File: src/rtl/primogen_arb_pkg.sv
// Shared definitions for the primogen round-robin arbiter: FSM state encoding
// and the requester-index width helper.
package primogen_arb_pkg;

    typedef enum logic [2:0] {
        IDLE  = 3'd0,
        ISSUE = 3'd1,
        GAP   = 3'd2,
        WAIT  = 3'd3,
        RESP  = 3'd4
    } state_e;

    // Ceiling log2, never below 1 so a 2-requester build still has an index bit.
    function automatic int clog2(input int n);
        int w;
        w = 1;
        while ((1 << w) < n) begin
            w = w + 1;
        end
        return w;
    endfunction

endpackage

File: src/rtl/primogen_arb_rr_pick.sv
// Combinational round-robin picker: first set request bit strictly after ptr,
// wrapping around, so the previous winner has the lowest priority.
module rr_pick
    import primogen_arb_pkg::*;
#(
    parameter int N  = 4,
    parameter int IW = clog2(N)
) (
    input  logic [N-1:0]  req,
    input  logic [IW-1:0] ptr,
    output logic          valid,
    output logic [IW-1:0] idx
);

    logic [IW-1:0] cand;
    logic          hit;

    // Walk candidates ptr+1 .. ptr+N; only the first hit updates idx.
    always_comb begin
        valid = 1'b0;
        idx   = {IW{1'b0}};
        cand  = {IW{1'b0}};
        hit   = 1'b0;
        for (int i = 1; i <= N; i++) begin
            cand  = IW'((int'(ptr) + i) % N);
            hit   = ~valid & req[cand];
            idx   = hit ? cand : idx;
            valid = valid | hit;
        end
    end

endmodule

File: src/rtl/primogen_arb.sv
// Round-robin arbiter sharing one primogen instance between N requesters.
// Optional WAIT timeout enabled by defining PRIMOGEN_ARB_TIMEOUT_EN.
module primogen_arb
    import primogen_arb_pkg::*;
#(
    parameter int N       = 4,
    parameter int W       = 16,
    parameter int TIMEOUT = 1000000
) (
    input  logic         clk,
    input  logic         rst,
    input  logic [N-1:0] req,
    output logic [N-1:0] done,
    output logic [W-1:0] res_out,
    output logic         err_out,
    output logic         busy,
    output logic         pg_go,
    input  logic         pg_rdy,
    input  logic         pg_err,
    input  logic [W-1:0] pg_res
);

    localparam int            IW      = clog2(N);
    localparam logic [IW-1:0] PTR_RST = IW'(N - 1);
    localparam logic [N-1:0]  ONE_HOT = {{(N-1){1'b0}}, 1'b1};

    state_e        state_q, state_d;
    logic [IW-1:0] idx_q, idx_d;
    logic [IW-1:0] ptr_q, ptr_d;
    logic [W-1:0]  res_q, res_d;
    logic          err_q, err_d;
    logic [N-1:0]  done_q, done_d;
    logic          go_q, go_d;
    logic          busy_q, busy_d;
    logic          pick_valid;
    logic [IW-1:0] pick_idx;

`ifdef PRIMOGEN_ARB_TIMEOUT_EN
    localparam logic [31:0] TIMEOUT_CNT = 32'(TIMEOUT);
    logic [31:0] cnt_q, cnt_d;
`else
    logic unused_timeout;
    assign unused_timeout = ^(32'(TIMEOUT));
`endif

    rr_pick #(.N(N), .IW(IW)) u_pick (
        .req   (req),
        .ptr   (ptr_q),
        .valid (pick_valid),
        .idx   (pick_idx)
    );

    // Next-state and registered-output computation.
    always_comb begin
        state_d = state_q;
        idx_d   = idx_q;
        ptr_d   = ptr_q;
        res_d   = res_q;
        err_d   = err_q;
`ifdef PRIMOGEN_ARB_TIMEOUT_EN
        cnt_d   = cnt_q;
`endif
        case (state_q)
            IDLE: begin
                if (pick_valid && pg_rdy) begin
                    idx_d = pick_idx;
                    ptr_d = pick_idx;
                    // primogen error is sticky, so answer at once without a go pulse
                    if (pg_err) begin
                        err_d   = 1'b1;
                        state_d = RESP;
                    end else begin
                        state_d = ISSUE;
                    end
                end else begin
                    state_d = IDLE;
                end
            end
            ISSUE: state_d = GAP;
            GAP: begin
                state_d = WAIT;
`ifdef PRIMOGEN_ARB_TIMEOUT_EN
                cnt_d   = 32'd0;
`endif
            end
            WAIT: begin
`ifdef PRIMOGEN_ARB_TIMEOUT_EN
                cnt_d = cnt_q + 32'd1;
`endif
                if (pg_rdy) begin
                    res_d   = pg_res;
                    err_d   = pg_err;
                    state_d = RESP;
                end
`ifdef PRIMOGEN_ARB_TIMEOUT_EN
                else if (cnt_d == TIMEOUT_CNT) begin
                    res_d   = {W{1'b0}};
                    err_d   = 1'b1;
                    state_d = RESP;
                end
`endif
                else begin
                    state_d = WAIT;
                end
            end
            RESP:    state_d = IDLE;
            default: state_d = IDLE;
        endcase

        go_d   = (state_d == ISSUE);
        busy_d = (state_d != IDLE);
        if (state_d == RESP) begin
            done_d = ONE_HOT << idx_d;
        end else begin
            done_d = {N{1'b0}};
        end
    end

    // State and output registers.
    always_ff @(posedge clk) begin
        if (rst) begin
            state_q <= IDLE;
            idx_q   <= {IW{1'b0}};
            ptr_q   <= PTR_RST;
            res_q   <= {W{1'b0}};
            err_q   <= 1'b0;
            done_q  <= {N{1'b0}};
            go_q    <= 1'b0;
            busy_q  <= 1'b0;
`ifdef PRIMOGEN_ARB_TIMEOUT_EN
            cnt_q   <= 32'd0;
`endif
        end else begin
            state_q <= state_d;
            idx_q   <= idx_d;
            ptr_q   <= ptr_d;
            res_q   <= res_d;
            err_q   <= err_d;
            done_q  <= done_d;
            go_q    <= go_d;
            busy_q  <= busy_d;
`ifdef PRIMOGEN_ARB_TIMEOUT_EN
            cnt_q   <= cnt_d;
`endif
        end
    end

    assign done    = done_q;
    assign res_out = res_q;
    assign err_out = err_q;
    assign busy    = busy_q;
    assign pg_go   = go_q;

endmodule

File: config.mk
export PLATFORM = sky130hd
export DESIGN_NAME = primogen_arb
export DESIGN_NICKNAME = d
export VERILOG_FILES = /design/src/rtl/primogen_arb_pkg.sv /design/src/rtl/primogen_arb_rr_pick.sv /design/src/rtl/primogen_arb.sv
export SDC_FILE = /design/constraint.sdc
export NUM_CORES = 1
export LEC_CHECK = 0
export CAP_MARGIN = 10
export CORE_MARGIN = 1.5
export CORE_UTILIZATION = 45
export CTS_BUF_LIST = sky130_fd_sc_hd__clkbuf_8 sky130_fd_sc_hd__clkbuf_16
export CTS_CLUSTER_SIZE = 28
export DETAILED_ROUTE_END_ITERATION = 8
export DONT_BUFFER_PORTS = 1
export PLACE_DENSITY = 0.59
export SETUP_SLACK_MARGIN = 0.2
export SLEW_MARGIN = 20
export SYNTH_ARGS = -nofsm -noshare
export SYNTH_HDL_FRONTEND = slang
export SYNTH_SLANG_ARGS = --single-unit
File: constraint.sdc
create_clock -name clk -period 3.2 [get_ports clk]
set_clock_uncertainty 0.1 [all_clocks]
set_input_delay 0.8 -clock clk [delete_from_list [all_inputs] [get_ports clk]]
set_output_delay 0.8 -clock clk [all_outputs]
set_load 0.03 [all_outputs]
==> key figures <==
Power and ir drop
  – Pint: roughly 630 uW
  – P_sw: about 190 uW
  – Cell Pwr Density: about 630 nW/um^2
  – Flop pwr share: 50.2%
  – Worst vdd ir: 419 uV
  – Static Leak: between 0.4 and 0.5 nW
  – Clk pwr share: between 40% and 50%
  – Power share of the combinational group: under 10%
  – Sw Ratio: ~23%
  – Total power draw: between 800 and 900 uW

Floorplanning
  – Die Y: 53.9 um
  – Chip width: around 54 um
  – Core area: between 2000 and 2500 um^2
  – Starting density of the core: a little under half
  – # IOs: 47
  – Rows: 18
  – Die ar.: roughly 2900 um^2

Logic synthesis
  – Ys async rst share: 0%
  – Count of state elements after synthesis: 30
  – Post-synth top area share: between 50% and 60%
  – Largest family of logic cells by synthesized area: simple AND/OR/NAND/NOR gates
  – Synth area leaders: dfxtp_1 (51%), nand2_1 (11%), a21oi_1 (8.1%)
  – Synth cell types: 31
  – Post-Synthesis Cells: about 130
  – Simple-gate area share of the yosys netlist: a little over a quarter
  – XOR/XNOR share of the synthesized area: 0%
  – Post-synthesis sequential area ratio: around half
  – Mapped Avg Cell Area: 9.05 um^2
  – Post-synth top area cell: dfxtp_1
  – Top FF cell, synth: dfxtp_1
  – Post-synthesis cell area: about 1200 um^2
  – Yosys synthesis warning count: 0
  – Compound-Gate Fraction of Synth Area: around a fifth
  – Adder-Cell Fraction of Synth Area: 0%
  – Synth Net Count: around 150
  – Mux share of post-synthesis cell area: 0%
  – Number of synthesized flops with an enable pin: 0

STA
  – Final hold vios: 0
  – Peak Freq: approximately 530 MHz
  – Tcrit/Tclk final: 59.4%
  – Final Setup Violations: 0
  – Worst slew pin tran: 0.561 ns
  – Slew HR: slightly above 60%
  – Fin Setup TNS: 0 ns
  – Tmin final: 1.90 ns
  – RSZ-0062 raised after global routing: no
  – Slew Limit Fails: 0

Routing
  – DRC viols: 0
  – Vias per inst: about 5.5
  – DR iter-0 viols: 13
  – DRT Pass-1 Iters: 4
  – DR vias: 897
  – Antenna-violating nets left: 0
  – Routed len/inst: around 14 um
  – DRT Wirelength: 2230 um

Worst setup path
  – CP Launch Type: input port
  – CP bufs+invs: 0
  – CP Capture Type: flop
  – Worst reg2reg setup slack: between 1 and 1.5 ns
  – CP max-delay cell: nor4_2
  – R2R cell count: 4
  – Critical path class: in -> reg
  – Worst flop-to-flop path startpoint: state_q[0]
  – Crit path arrival time: about 2.0 ns
  – Critical path peak fanout: 5
  – Worst path required time: roughly 3.3 ns
  – Critical R2R Capture: done[1]
  – Top delay family on crit path: simple AND/OR/NAND/NOR gates
  – CP max stage delay: 0.53 ns
  – CP Cell Sequence: nor4_2 -> nand2b_1 -> a22oi_2 -> and4_1

Layout
  – Most common cell after layout, fill and taps aside: nand2_1
  – Share of cells above drive strength 1: 13.4%
  – Diodes inserted: 0
  – Leading cell types in the layout, fill and taps excluded: nand2_1 (34), dfxtp_1 (30), a21oi_1 (19), clkbuf_8 (8), nor2_1 (5)
  – Post-Layout Cell Count: 164
  – Final Util: a little over half
  – # fillers: between 200 and 250
  – Reg area: roughly 600 um^2
  – Multi-input gate area: between 500 and 600 um^2
  – Area delta synth->final: 12.3%
  – Nets: 157

Placement
  – Post-DP HPWL: ~1600 um
  – Port Buffers: 0
  – Placed Cells: approximately 160
  – Routability Congestion: roughly 0.8

Clock network
  – Clock transition at path regs: 0.06 ns
  – Clock sink count: 30
  – Hold_buf cts: 0
  – # Post-CTS Setup Buffers: 0
  – H-tree levels: 2
  – # resized after CTS: 0
  – TritonCTS clock tree: yes
  – Clock root cell: clkbuf_8
  – Clock buffer count from CTS: 5
  – Clk_lat worst skew: between 0.2 and 0.3 ns
  – Worst-case clock buffer depth: 2

Run
  – # Max-Cap Violations: 0

Min path
  – Worst hold path type: reg -> reg
  – Hold wc startpoint: idx_q[1]
  – Hold Path Sink: idx_q[1]
  – Hold Crit Depth: 2

Status
  – Outcome: finished, final reports clean

Global routing
  – First-pass GRT wire length: 3220 um
  – Total Routing Usage GR: around 16%
  – Largest net degree at the start of global routing: 27
  – Antenna violations before repair: 0
  – GRT overflow: 0
  – Vias in the first global route: 766
kinds of logic after synthesis:
group                  Yosys count
AND/OR/NAND/NOR                 60
AO/OA/AOI/OAI                   32
flip-flops                      30
buffers and inverters            7
worst register-to-register path, delay by kind of cell (launching register included):
kind | cells | cell delay [ns]
flops | 1 | 0.36
simple gates | 2 | 0.81
compound gates | 2 | 0.47
synth_stat cells (2+ instances only):
library cell / instances
nand2_1: 34
dfxtp_1: 30
a21oi_1: 19
nor2_1: 5
clkbuf_1: 4
nand2b_1: 4
nor2b_1: 3
nor3_1: 3
inv_1: 2
nand3b_1: 2
nor4_2: 2
o21bai_1: 2
power groups by stage:
stage | sequential [mW] | combinational (mW) | clock, mW
global route | 0.414 | 0.0692 | 0.373
floorplan | 0.417 | 0.0571 | 0
CTS | 0.412 | 0.0624 | 0.354
detailed placement | 0.420 | 0.0622 | 0
global placement | 0.420 | 0.0609 | 0
finish | 0.412 | 0.0621 | 0.347
metrics by stage:
step	hold WS, ns	worst slack (ns)	cell area (um^2)
6_report	0.442	1.30	1310
5_1_grt	0.462	1.22	1310
4_1_cts	0.443	1.29	1310
3_5_place_dp	0.436	1.01	1200
3_3_place_gp	0.428	1.04	1200
2_1_floorplan	0.384	1.08	1170
final cells by class:
cell class	count	area share (%)
inverter	2	0.573
tap	30	2.86
timing repair buffer	2	1.15
multi-input combinational	92	41.2
clock buffer	8	8.40
sequential	30	45.8
per-layer routing:
metal	up-vias	track usage, %	share of wire [%]
li1	453	-	-
met1	407	18.7	42
met2	33	24.0	48
met3	4	7.78	9.4
met4	0	8.97	1.0
met5	-	0	0
registers in the layout (all words and copies together), names as in the netlist:
register  count
err_out       1
done          4
state_q       3
busy          1
idx_q         2
res_out      16
ptr_q         2
pg_go         1
how the worst max path moves through the flow:
stage	end	slack, ns	startpoint	cells past startpoint
after floorplan	done[1]	1.08	pg_rdy	4
after global placement	done[1]	1.04	pg_rdy	4
after detailed placement	done[1]	1.01	pg_rdy	4
after CTS	done[1]	1.29	req[1]	4
after global routing	done[1]	1.22	req[1]	4
final	done[1]	1.30	req[1]	4
Power figures use the tool's default switching activity.
